### config.mk
export PLATFORM = sky130hd
export DESIGN_NAME = mult_dispatcher
export DESIGN_NICKNAME = d
export VERILOG_FILES = /design/src/rtl/mult_dispatcher.sv
export SDC_FILE = /design/constraint.sdc
export NUM_CORES = 1
export LEC_CHECK = 0
export ABC_AREA = 1
export BUFFER_PORTS_ARGS = -buffer_cell sky130_fd_sc_hd__buf_2
export CAP_MARGIN = 15
export CORE_MARGIN = 2
export CORE_UTILIZATION = 55
export CTS_BUF_LIST = sky130_fd_sc_hd__clkbuf_8 sky130_fd_sc_hd__clkbuf_16
export CTS_CLUSTER_SIZE = 40
export DETAILED_ROUTE_END_ITERATION = 16
export HOLD_SLACK_MARGIN = 0.08
export PLACE_DENSITY_LB_ADDON = 0.15
export SLEW_MARGIN = 10
export SYNTH_ARGS = -nofsm -noshare
export SYNTH_HDL_FRONTEND = slang
export SYNTH_SLANG_ARGS = --single-unit
### constraint.sdc
create_clock -name clk -period 2.1 [get_ports clk]
set_input_delay 0.525 -clock clk [delete_from_list [all_inputs] [get_ports clk]]
set_output_delay 0.525 -clock clk [all_outputs]
set_load 0.02 [all_outputs]
### src/rtl/mult_dispatcher.sv
// Operand dispatcher: buffers operand pairs, issues one multiply at a time over req/ack, registers the product.
// Push-to-req 2 cycles, ack-to-out 1 cycle; in_ready = FIFO not full, no issue while out_valid is held.

module mult_dispatcher_fifo #(
  parameter int WIDTH = 16,
  parameter int DEPTH = 4
) (
  input  logic             clk,
  input  logic             rst,
  input  logic             wr_vld,
  output logic             wr_rdy,
  input  logic [WIDTH-1:0] wr_dat,
  output logic             rd_vld,
  input  logic             rd_rdy,
  output logic [WIDTH-1:0] rd_dat
);
  localparam int PW = $clog2(DEPTH);
  localparam int CW = PW + 1;
  localparam logic [PW-1:0] PTR_ONE  = PW'(1);
  localparam logic [CW-1:0] CNT_ONE  = CW'(1);
  localparam logic [CW-1:0] CNT_FULL = CW'(DEPTH);

  logic [WIDTH-1:0] mem [DEPTH];
  logic [PW-1:0]    wr_ptr;
  logic [PW-1:0]    rd_ptr;
  logic [CW-1:0]    count;
  logic             push;
  logic             pop;

  assign wr_rdy = (count != CNT_FULL);
  assign rd_vld = (count != '0);
  assign rd_dat = mem[rd_ptr];
  assign push   = wr_vld && wr_rdy;
  assign pop    = rd_vld && rd_rdy;

  // Pointers wrap naturally because DEPTH is a power of two.
  always_ff @(posedge clk) begin
    if (rst) begin
      wr_ptr <= '0;
      rd_ptr <= '0;
      count  <= '0;
    end else begin
      if (push) wr_ptr <= wr_ptr + PTR_ONE;
      if (pop)  rd_ptr <= rd_ptr + PTR_ONE;
      case ({push, pop})
        2'b10:   count <= count + CNT_ONE;
        2'b01:   count <= count - CNT_ONE;
        default: count <= count;
      endcase
    end
  end

  always_ff @(posedge clk) begin
    if (push) mem[wr_ptr] <= wr_dat;
  end
endmodule

module mult_dispatcher #(
  parameter int DATA_WIDTH = 8,
  parameter int FIFO_DEPTH = 4,
  parameter int TIMEOUT    = 64
) (
  input  logic                    clk,
  input  logic                    rst,
  input  logic                    in_valid,
  output logic                    in_ready,
  input  logic [DATA_WIDTH-1:0]   in_a,
  input  logic [DATA_WIDTH-1:0]   in_b,
  output logic                    out_valid,
  input  logic                    out_ready,
  output logic [2*DATA_WIDTH-1:0] out_product,
  output logic                    mul_req,
  output logic [2*DATA_WIDTH-1:0] mul_data_req,
  input  logic                    mul_ack,
  input  logic [2*DATA_WIDTH-1:0] mul_data_ack,
  output logic                    busy,
  output logic                    timeout_err
);
  localparam int TW = $clog2(TIMEOUT);
  localparam logic [TW-1:0] TIMER_LAST = TW'(TIMEOUT - 1);
  localparam logic [TW-1:0] TIMER_ONE  = TW'(1);

  typedef struct packed {
    logic [DATA_WIDTH-1:0] a;
    logic [DATA_WIDTH-1:0] b;
  } operands_t;

  typedef enum logic [1:0] {
    IDLE  = 2'd0,
    ISSUE = 2'd1,
    WAIT  = 2'd2
  } state_t;

  state_t    state;
  state_t    state_nxt;
  operands_t in_dat;
  operands_t head_dat;
  logic      head_vld;
  logic      pop;
  logic      clr_timer;
  logic      inc_timer;
  logic      capture;
  logic      drop;
  logic [TW-1:0] timer;

  assign in_dat.a = in_a;
  assign in_dat.b = in_b;

  mult_dispatcher_fifo #(
    .WIDTH ($bits(operands_t)),
    .DEPTH (FIFO_DEPTH)
  ) u_fifo (
    .clk    (clk),
    .rst    (rst),
    .wr_vld (in_valid),
    .wr_rdy (in_ready),
    .wr_dat (in_dat),
    .rd_vld (head_vld),
    .rd_rdy (pop),
    .rd_dat (head_dat)
  );

  always_ff @(posedge clk) begin
    if (rst) state <= IDLE;
    else     state <= state_nxt;
  end

  // Holding off while out_valid is high keeps exactly one product in flight or parked.
  always_comb begin
    state_nxt = state;
    pop       = 1'b0;
    clr_timer = 1'b0;
    inc_timer = 1'b0;
    capture   = 1'b0;
    drop      = 1'b0;
    case (state)
      IDLE: begin
        if (head_vld && !out_valid) begin
          pop       = 1'b1;
          state_nxt = ISSUE;
        end
      end
      ISSUE: begin
        clr_timer = 1'b1;
        state_nxt = WAIT;
      end
      WAIT: begin
        if (mul_ack) begin
          capture   = 1'b1;
          state_nxt = IDLE;
        end else if (timer == TIMER_LAST) begin
          drop      = 1'b1;
          state_nxt = IDLE;
        end else begin
          inc_timer = 1'b1;
        end
      end
      default: state_nxt = IDLE;
    endcase
  end

  assign mul_req     = (state == ISSUE);
  assign timeout_err = drop;
  assign busy        = (state != IDLE) || head_vld;

  always_ff @(posedge clk) begin
    if (rst) begin
      mul_data_req <= '0;
      timer        <= '0;
      out_valid    <= 1'b0;
      out_product  <= '0;
    end else begin
      if (pop) mul_data_req <= head_dat;
      if (clr_timer)      timer <= '0;
      else if (inc_timer) timer <= timer + TIMER_ONE;
      if (capture) begin
        out_product <= mul_data_ack;
        out_valid   <= 1'b1;
      end else if (out_valid && out_ready) begin
        out_valid <= 1'b0;
      end
    end
  end
endmodule

# After elaboration in Yosys (flattened, before gate mapping)
# Memories as Yosys holds them, arrays and structs flattened. A register that Yosys moved wholly into a read port is not among the register bits.
# Cells that the tools add are included.
[word_totals]
reg_bits = 32
ram_bits = 64
inputBits = 37
out_inout_bits = 37
word_cells = 54
memories = 1
[classes]
add_sub_neg = 5
eq_ne = 8
muxes = 20
reduce_logical = 13
[mem_list]
columns = ["name", "words", "word_bits", "read_ports", "rd_clocked_by_memory_dff", "wr", "line_no", "source"]
rows = [
  ["u_fifo.mem", 4, 16, 1, 1, 1, "23", "logic [WIDTH-1:0] mem [DEPTH];"],
]
[ops]
columns = ["op", "count"]
rows = [
  ["1-bit two-way mux", 15],
  ["6-bit by 1-bit adder with 6-bit output, second input constant", 1],
  ["6-bit == test, second input constant", 1],
  ["2-bit two-way mux", 3],
  ["3-bit != test, second input constant", 2],
  ["2-bit one-hot mux with 3 select lines", 1],
  ["3-bit one-hot mux with 2 select lines", 1],
  ["2-bit nonzero test", 3],
  ["2-bit by 1-bit adder with 2-bit output, second input constant", 2],
  ["2-bit by 1-bit == test with 1-bit output, second input constant", 2],
  ["2-bit == test, second input constant", 2],
  ["1-bit logical AND", 4],
  ["3-bit by 1-bit adder with 3-bit output, second input constant", 1],
  ["3-bit nonzero test", 1],
  ["3-bit by 1-bit subtractor with 3-bit output, second input constant", 1],
  ["2-bit logical NOT", 1],
  ["2-bit != test, second input constant", 1],
  ["2-bit AND reduction", 1],
  ["2-bit OR reduction", 1],
  ["1-bit logical NOT", 1],
  ["1-bit logical OR", 1],
]

# Depth between registers and ports, before layout
# Gate-level depths: netlist of run 1.
[depth]
ltp_word = 7
ltp_mapped = 14
ltp_nobuf = 13

# Modules after synthesis
# Synthesis of run 1 repeated with hierarchy kept, for this count alone.
[hier_totals]
cells_unflattened = 433
area_unflattened_um2 = 4408.0
[by_module_without_submodules]
columns = ["mod", "n_inst", "cells_per_inst", "area_each_um2", "seq_area_each_um2"]
rows = [
  ["mult_dispatcher_fifo", 1, 222, 2834.0, 2102.0],
  ["mult_dispatcher", 1, 211, 1574.0, 820.8],
]

# Worst setup path before layout of run 1
# Ideal clock, no wire load.
[synth_timing]
path_kind = "flip-flop to flip-flop"
startpoint = "register u_fifo.count[0]"
endpoint = "memory u_fifo.mem[0][0], enable pin"
setup_ns = 0.389
arrival_ns = 1.538
required_ns = 1.711
path_slack_ns = 0.173
stages_incl_launch_ff = 5
path_buffers = 0
period_less_slack_ns = 1.927
cell_sequence = "dfxtp_1 > inv_1 > nand3_1 > nand2_1 > nor2_1"
[synth_between]
elab_chain_len = 4
[synth_lines]
columns = ["item", "line_no", "source"]
rows = [
  ["start, declared", "26", "logic [CW-1:0] count;"],
  ["start signal, assigned", "46", "2'b10: count <= count + CNT_ONE;"],
  ["start signal, assigned", "47", "2'b01: count <= count - CNT_ONE;"],
  ["start signal, assigned", "48", "default: count <= count;"],
  ["3-bit != test", "30", "assign wr_rdy = (count != CNT_FULL);"],
  ["via in_ready", "66", "output logic in_ready,"],
  ["1-bit logical AND", "33", "assign push = wr_vld && wr_rdy;"],
  ["1-bit two-way mux", "54", "if (push) mem[wr_ptr] <= wr_dat;"],
  ["1-bit two-way mux (implied by the code)", "54", ""],
  ["end, declared", "23", ""],
]
# The timed path passes the listed nets, and every way through them passes these cells.

# Final worst setup path of run 1
[layout_timing]
startpoint = "register timer[0]"
endpoint = "output port timeout_err"
[layout_between]
elab_chain_len = 4
[layout_lines]
columns = ["item", "line_no", "source"]
rows = [
  ["start, declared", "104", "logic [TW-1:0] timer;"],
  ["start signal, assigned", "175", "else if (inc_timer) timer <= timer + TIMER_ONE;"],
  ["6-bit == test", "151", "end else if (timer == TIMER_LAST) begin"],
  ["1-bit two-way mux", "151", ""],
  ["1-bit two-way mux", "148", "if (mul_ack) begin"],
  ["1-bit two-way mux", "136", "case (state)"],
  ["end, declared", "77", "output logic timeout_err"],
]
# No other way between the ends.

==> results of run 1 <==
==> report_power, final <==
part	switching (mW)	internal [mW]
combinational	1.51	0.777
sequential	0.153	2.67
clock	0.707	0.555
==> layout make-up <==
class                   count  area [um2]
clock buffers               9         124
clock inverters             7        68.8
fillers                   701        2920
inverters                  60         228
multi-input cells         260        1290
flip-flops and latches    112        2890
well taps                 105         131
repair buffers             84         448
==> metrics by stage <==
stage                     power, mW  hold slack, ns  setup slack [ns]
final                          6.37           0.359             0.101
after global routing           6.83           0.348            0.0101
after CTS                      6.43           0.350            0.0309
after detailed placement       5.19           0.436             0.240
after global placement         5.13           0.430             0.348
after floorplan                4.63           0.421             0.173
==> synth_stat cells (all sizes together) <==
cell type  count
ha             6
dfxtp         48
buf           13
xor2           1
o21ai         55
nor2          84
inv           60
edfxtp        64
or2            1
fa             1
nand2         25
nand3b         1
a21oi         44
and2          16
nand3         23
nand4          3
clkbuf         7
==> logic make-up (layout without fill, tap and decap cells) <==
logic type      count (synthesis)  after routing  share of synthesized area (%)
flops                         112            112                           63.8
buf+inv                        80            160                           7.69
compound gates                 99             99                           11.5
xor+xnor                        1              1                          0.194
fa+ha+maj                       7              7                           2.10
simple gates                  153            153                           14.7
==> registers in the layout (all words and copies together), names as in the netlist <==
name	flops
u_fifo.mem	64
mul_data_req	16
out_valid	1
u_fifo.wr_ptr	2
state	2
u_fifo.rd_ptr	2
u_fifo.count	3
out_product	16
timer	6
==> worst paths after layout <==
path                         from          endpoint  slack [ns]  cells past startpoint
setup / recovery         timer[0]       timeout_err        0.10                      6
hold / removal            in_b[1]  u_fifo.mem[1][1]        0.36                      1
setup reg to reg  u_fifo.count[0]   u_fifo.count[2]        0.28                     11
hold reg to reg   out_product[13]   out_product[13]        0.45                      2
==> timing repair <==
action,in CTS,in global routing
resized for setup,0,3
endpoints found under the setup margin,0,1
setup buffers,0,0
==> routing by layer <==
metal | global-route usage [%] | wire length (um) | up-vias | share of wire, %
met5 | 0 | 0 | - | 0
met4 | 7.73 | 140 | 0 | 1.7
met3 | 4.87 | 557 | 12 | 6.6
met2 | 32.6 | 3880 | 82 | 46
met1 | 25.0 | 3810 | 1418 | 45
li1 | - | - | 1635 | -
==> placed cells by master, fill, tap and decap left out, types with 16 or more instances in the layout <==
| cell type | count |
|---|---|
| nand2_1 | 22 |
| o21ai_0 | 55 |
| dfxtp_1 | 46 |
| inv_1 | 57 |
| and2_1 | 16 |
| edfxtp_1 | 64 |
| nor2_1 | 83 |
| a21oi_1 | 37 |
| nand3_1 | 23 |
| buf_2 | 73 |
==> critical path, cell delays in order (launching register included) <==
cell and delay [ns]:
dfxtp_2 0.37, ha_1 0.17, nand2_1 0.07, inv_1 0.12
nand2_2 0.10, nor2_1 0.10, buf_2 0.17
==> results by group, run 1 <==
Timing
  – Setup TNS: 0 ns
  – Relative slew slack: 44.5%
  – Count of final hold-check violations: 0
  – Setup violators final: 0
  – Unrepaired setup endpoints after global routing: no
  – Clock skew: 0.0123 ns
  – Final Max Tran Viols: 0
  – Final Cycle Share: 95.2%
  – Max frequency: 500 MHz
  – Crit path time final: 2.00 ns
  – Worst-Margin Slew: 0.832 ns

Run status
  – Status: complete, no violations

Clock network
  – Cts hold-fix bufs: 0
  – Clock Pin Slew Worst Setup and Hold Paths: 0.10 ns
  – CTS root buffer: clkbuf_8
  – Clk_lat worst skew: 0.37 ns
  – Clock Path Buffers: 2
  – Inserted Clock Buffers: 9
  – Htree depth: 3
  – Sink Count: 112
  – CTS tree: built

Floorplan
  – Initial Util: 55.9%
  – DIE AREA: 8960 um2
  – # IOs: 74
  – DIE WIDTH: 94.7 um
  – Core area: 8090 um2
  – Die H: 94.7 um
  – Number of core rows: 33

Setup path
  – WP data arrival: 1.47 ns
  – Setup crit start kind: flip-flop
  – Setup CP Type: flip-flop to output port
  – CP endpoint kind: output port
  – CP max FO: 5
  – Required time worst endpoint: 1.57 ns

Layout
  – Synth-to-layout area growth: 14.5%
  – Non-Filler Instances: 637
  – Layout Nets: 571
  – Share of cells above drive strength 1: 21.8%
  – Antenna cells: 0
  – Finished Cell Area: 5180 um2
  – Final core utilization: 64.0%

Power
  – Maximum vdd drop: 0.652 mV
  – P_leak: 2.09 nW
  – PD cells: 1230 nW/um2

Global routing
  – Overall routing resource usage: 19.7%
  – Grt ovf: 0
  – Largest net degree at the start of global routing: 35
  – Antenna violations before repair: 0
  – Vias in the first global route: 2859
  – First-pass GRT wire length: 13300 um

Logic synthesis
  – Synth top area cells: edfxtp_1 (43%), dfxtp_1 (21%), nor2_1 (6.9%)
  – Syn Nets: 496
  – Share of the yosys chip area belonging to registers: 63.8%
  – Netlist cell types: 26
  – Syn avg cell area: 10.0 um2
  – Synthesized instance count: 452
  – FF+latch count, synth: 112
  – Area of the mapped netlist: 4520 um2
  – Synth area leader: edfxtp_1
  – Post-synth top area share: 42.5%
  – Yosys warns: 0

Routing
  – Final wirelength: 8380 um
  – Pre-Repair DR Iteration Count: 4
  – Vias post-DR: 3147
  – Vias per cell: 4.94
  – Routed len/inst: 13.2 um
  – Antenna-violating nets left: 0
  – Detailed Route Iter0 Violations: 140
  – DRC: 0

Flow run
  – Max cap viols: 0

Placement
  – Placed cell areas: 4980 um2
  – Final Wtd Congestion: 0.819
  – Port bufs: 73
  – DPL Wire Length: 5320 um
  – # placed instances: 621

Worst hold path
  – Hold Path Class: input port to flip-flop
(Power assumes the default switching activity.)
==> run 2, diff against run 1 <==
CORE_MARGIN = unset   (was 2)
SLEW_MARGIN = 25   (was 10)
==> results by group, run 2 (synthesized netlist as in run 1, its figures left out) <==
Run status
  – Status: complete, no violations

Setup path
  – Reg2reg path depth: 12 (+1)
  – RR Endpoint: u_fifo.count[2]
  – Required time worst endpoint: 1.57 ns (about the same)
  – FF-to-FF setup slack: 0.32 ns (+0.04 ns)
  – WP data arrival: 1.41 ns (-0.06 ns)
  – Reg2reg start: u_fifo.count[0]
  – Setup CP Type: flip-flop to output port
  – Setup crit start kind: flip-flop
  – CP endpoint kind: output port
  – CP max FO: 5 (unchanged)
  – Crit path from: timer[0]

Power
  – Power share of the sequential group: 44.2% (about the same)
  – PD cells: 1230 nW/um2 (+0.22%)
  – Switch Pwr: 2.39 mW (+0.92%)
  – Post-layout total power: 6.41 mW (+0.51%)
  – P_int: 4.02 mW (+0.27%)
  – Maximum vdd drop: 0.573 mV (-12%)
  – Sw Share: 37.3% (+0.15 points)
  – Clk pwr share: 19.7% (about the same)
  – P_leak: 2.08 nW (-0.21%)
  – Logic pwr share: 36.1% (+0.2 points)

Layout
  – Synth-to-layout area growth: 14.9%
  – Max reg flops: 64 (unchanged)
  – Most frequent cells in the layout: nor2_1 (82), buf_2 (72), edfxtp_1 (64)
  – Largest Register: u_fifo.mem
  – Antenna cells: 0 (unchanged)
  – Share of cells above drive strength 1: 22.3% (+0.52 points)
  – Finished Cell Area: 5190 um2 (+0.29%)
  – Biggest regs: u_fifo.mem x64, mul_data_req x16, out_product x16
  – Filler cells: 626 (-11%)
  – Commonest non-fill, non-tap cell in the layout: nor2_1
  – Non-Filler Instances: 635 (-0.31%)
  – Multi-input gate area: 1290 um2 (+0.19%)
  – Layout Nets: 572 (+0.18%)
  – FF+latch area: 2890 um2 (about the same)

Global routing
  – Grt ovf: 0 (unchanged)
  – Antenna violations before repair: 0 (unchanged)
  – Largest net degree at the start of global routing: 34 (-2.9%)
  – Overall routing resource usage: 21.3% (+1.6 points)
  – First-pass GRT wire length: 13800 um (+4.1%)
  – Vias in the first global route: 2990 (+4.6%)

Timing
  – Crit path time final: 1.94 ns (-0.0588 ns)
  – Hold_ws: 0.354 ns (-0.00573 ns)
  – Worst-Margin Slew: 0.841 ns (+0.00842 ns)
  – Setup violators final: 0 (unchanged)
  – Clock skew: 0.0148 ns (+0.00249 ns)
  – Final Max Tran Viols: 0 (unchanged)
  – Relative slew slack: 43.9% (-0.56 points)
  – Final Cycle Share: 92.4% (-2.8 points)
  – Setup TNS: 0 ns (unchanged)
  – Count of final hold-check violations: 0 (unchanged)
  – Unrepaired setup endpoints after global routing: no
  – Max frequency: 516 MHz (+3.0%)

Floorplan
  – # IOs: 74 (unchanged)
  – DIE AREA: 8590 um2 (-4.2%)
  – Number of core rows: 32 (-3.0%)
  – Core area: 7850 um2 (-3.0%)
  – Die H: 92.7 um (-2.1%)
  – Initial Util: 57.6% (+1.7 points)
  – DIE WIDTH: 92.7 um (-2.1%)

Flow run
  – Max cap viols: 0 (unchanged)

Worst hold path
  – Hold Path Stages: 1 (unchanged)
  – Hold Crit Endpoint: u_fifo.mem[0][9]
  – Hold Path Class: input port to flip-flop
  – Hold Startpoint: in_a[1]

Clock network
  – Htree depth: 3 (unchanged)
  – Clk_lat worst skew: 0.38 ns (about the same)
  – CTS root buffer: clkbuf_8
  – Setup repair bufs after CTS: 0 (unchanged)
  – Inserted Clock Buffers: 9 (unchanged)
  – Clock Path Buffers: 2 (unchanged)
  – Sink Count: 112 (unchanged)
  – CTS tree: built
  – Clock Pin Slew Worst Setup and Hold Paths: 0.11 ns (about the same)
  – Cts hold-fix bufs: 0 (unchanged)

Routing
  – Antenna-violating nets left: 0 (unchanged)
  – Vias post-DR: 3189 (+1.3%)
  – Pre-Repair DR Iteration Count: 4 (unchanged)
  – Vias per cell: 5.02 (+1.7%)
  – DRC: 0 (unchanged)
  – Routed len/inst: 13.3 um (+0.88%)
  – Detailed Route Iter0 Violations: 128 (-8.6%)
  – Final wirelength: 8430 um (+0.56%)

Placement
  – # placed instances: 619 (-0.32%)
  – Final Wtd Congestion: 0.772 (-5.8%)
  – DPL Wire Length: 5450 um (+2.3%)
  – Port bufs: 73 (unchanged)
  – Placed cell areas: 4980 um2 (about the same)
## run 2: power by group through the flow
stage | registers [mW] | logic, mW | clock network, mW
4_1_cts | 2.83 | 2.34 | 1.28
2_1_floorplan | 3.03 | 1.60 | 0
3_3_place_gp | 2.87 | 2.27 | 0
5_1_grt | 2.87 | 2.63 | 1.36
3_5_place_dp | 2.88 | 2.33 | 0
6_report | 2.83 | 2.31 | 1.26
## run 2: through the flow
stage	worst slack (ns)	util, %
2_1_floorplan	0.173	-
3_3_place_gp	0.346	63.5
6_report	0.160	66.2
3_5_place_dp	0.282	63.5
5_1_grt	0.0279	66.2
4_1_cts	0.0117	66.0
## run 2: worst max path at each step
stage / depth (start not counted) / to / slack [ns]
after floorplan: 4 / u_fifo.mem[0][0] / 0.17
after global placement: 9 / u_fifo.count[2] / 0.35
after detailed placement: 9 / u_fifo.count[2] / 0.28
after CTS: 6 / timeout_err / 0.01
after global routing: 6 / timeout_err / 0.03
final: 6 / timeout_err / 0.16
## run 2: final cells by class
cell class              instances  area share [%]
flip-flops and latches        112            55.6
multi-input cells             260            24.9
repair buffers                 85            8.82
inverters                      60            4.39
well taps                     102            2.46
clock buffers                   9            2.39
clock inverters                 7            1.40
## run 2: critical path, stage by stage, from the launching register on
cell and delay [ns]:
dfxtp_4 0.38, ha_1 0.16, nand2_1 0.08, inv_2 0.09, nand2_2 0.09, nor2_2 0.10
buf_4 0.14
## run 2: repair_timing
action,in CTS,in global routing
setup endpoints to repair,0,1
hold endpoints to repair,0,0
gates resized for setup,0,7
## run 2: metal layers
metal	vias to the layer above	part of all wire (%)	global-route usage [%]	routed length [um]
li1	1639	-	-	-
met4	0	1.2	6.92	100
met1	1464	46	27.1	3840
met3	8	5.9	5.58	495
met5	-	0	0	0
met2	78	47	35.5	3990
==> run 3, diff against run 2 <==
clock period = 2.19 ns   (was 2.1 ns; I/O delays follow)
==> results by group, run 3 (synthesized netlist as in run 1, its figures left out) <==
Run status
  – Status: complete, no violations

Clock network
  – Sink Count: 112 (unchanged)
  – Clk_lat worst skew: 0.36 ns (-0.02 ns)
  – Clock Path Buffers: 2 (unchanged)
  – Inserted Clock Buffers: 9 (unchanged)
  – CTS tree: built
  – Htree depth: 3 (unchanged)
  – Setup repair bufs after CTS: 0 (unchanged)
  – Clock Pin Slew Worst Setup and Hold Paths: 0.10 ns (about the same)
  – CTS root buffer: clkbuf_8

Routing
  – Final wirelength: 8360 um (-0.83%)
  – Detailed Route Iter0 Violations: 109 (-15%)
  – Antenna-violating nets left: 0 (unchanged)
  – DRC: 0 (unchanged)
  – Pre-Repair DR Iteration Count: 4 (unchanged)
  – Vias post-DR: 3155 (-1.1%)
  – Vias per cell: 4.97 (-1.1%)
  – Routed len/inst: 13.2 um (-0.83%)

Worst hold path
  – Hold Path Class: input port to flip-flop

Setup path
  – CP max-delay cell: dfxtp_2
  – CP endpoint kind: output port
  – CP max FO: 5 (unchanged)
  – Required time worst endpoint: 1.64 ns (+0.07 ns)
  – Critical path cell sequence: ha_1, nand2_1, inv_1, nand2_2, nor2_1, buf_2
  – Setup CP Type: flip-flop to output port
  – WP data arrival: 1.48 ns (+0.07 ns)
  – Setup crit start kind: flip-flop
  – Max stage delay on crit path: 0.37 ns (about the same)

Timing
  – Count of final hold-check violations: 0 (unchanged)
  – Worst-Margin Slew: 0.834 ns (-0.00702 ns)
  – Relative slew slack: 44.4% (+0.47 points)
  – Max frequency: 493 MHz
  – Final Max Tran Viols: 0 (unchanged)
  – Unrepaired setup endpoints after global routing: no
  – Setup TNS: 0 ns (unchanged)
  – Crit path time final: 2.03 ns
  – Setup ws final: 0.164 ns (+0.00345 ns)
  – Clock skew: 0.0122 ns (-0.00259 ns)
  – Final Cycle Share: 92.5%
  – Setup violators final: 0 (unchanged)

Flow run
  – Max cap viols: 0 (unchanged)

Power
  – PD cells: 1200 nW/um2 (-3.1%)
  – P_leak: 2.10 nW (+1.1%)
  – Maximum vdd drop: 0.505 mV (-12%)

Layout
  – Final core utilization: 66.3% (+0.18 points)
  – Most frequent cells in the layout: nor2_1 (83), buf_2 (73), edfxtp_1 (64)
  – Share of cells above drive strength 1: 22.1% (-0.19 points)
  – Commonest non-fill, non-tap cell in the layout: nor2_1
  – Max reg flops: 64 (unchanged)
  – Synth-to-layout area growth: 15.2%
  – Finished Cell Area: 5210 um2 (+0.26%)
  – Antenna cells: 0 (unchanged)
  – Largest Register: u_fifo.mem
  – Biggest regs: u_fifo.mem x64, mul_data_req x16, out_product x16
  – Layout Nets: 572 (unchanged)

Global routing
  – Overall routing resource usage: 20.8% (-0.43 points)
  – Antenna violations before repair: 0 (unchanged)
  – Grt ovf: 0 (unchanged)
  – First-pass GRT wire length: 13400 um (-3.3%)
  – Vias in the first global route: 2893 (-3.2%)
  – Largest net degree at the start of global routing: 34 (unchanged)

Floorplan
  – Number of core rows: 32 (unchanged)
  – Core area: 7850 um2 (unchanged)
  – DIE AREA: 8590 um2 (unchanged)
  – # IOs: 74 (unchanged)
  – Initial Util: 57.6% (unchanged)
  – Die H: 92.7 um (unchanged)
  – DIE WIDTH: 92.7 um (unchanged)

Placement
  – Setup WS pre-CTS: 0.338 ns (+0.0560 ns)
  – Port bufs: 73 (unchanged)
  – DPL Wire Length: 5460 um (+0.26%)
  – Final Wtd Congestion: 0.757 (-1.9%)
  – Placed cell areas: 4980 um2 (unchanged)
## run 3: cell type report
cell class                      count  area [um2]
Timing Repair Buffer               85         455
Inverter                           60         228
Fill cell                         638        2640
Clock buffer                        9         124
Tap cell                          102         128
Multi-Input combinational cell    260        1290
Sequential cell                   112        2890
Clock inverter                      7        93.8
## run 3: report_power, final
group	internal [mW]	total, mW	switching (mW)
logic	0.756	2.21	1.45
clock network	0.648	1.30	0.656
registers	2.56	2.72	0.153
## run 3: worst max-delay path: cells and delay by family, from the launching register on
| kind | cells | cell delay (ns) |
|---|---|---|
| flops | 1 | 0.37 |
| buf+inv | 2 | 0.30 |
| simple gates | 3 | 0.28 |
| fa+ha+maj | 1 | 0.17 |
## run 3: per-stage QoR
step                      total power, mW  instances  hold WS, ns
after floorplan                      4.44        452        0.421
after global placement               4.93        619        0.430
after detailed placement             4.99        619        0.438
after CTS                            6.29        635        0.373
after global routing                 6.70        635        0.370
final                                6.23        635        0.388
## run 3: path summary, 6_finish.rpt
kind | endpoint | slack [ns] | depth (start not counted) | start
max | timeout_err | 0.16 | 6 | timer[0]
min | u_fifo.mem[0][13] | 0.39 | 1 | in_a[5]
max reg2reg | u_fifo.count[2] | 0.37 | 12 | state[1]
min reg2reg | out_product[9] | 0.45 | 2 | out_product[9]
## run 3: layer usage
metal / wire, um / vias up / GRT usage (%)
li1: - / 1638 / -
met1: 3870 / 1427 / 27.0
met2: 4000 / 78 / 34.9
met3: 346 / 12 / 2.87
met4: 139 / 0 / 9.49
met5: 0 / - / 0
## run 3: what timing repair did
item	in CTS	in global routing
hold buffers	0	0
resized for setup	0	3
setup endpoints to repair	0	1
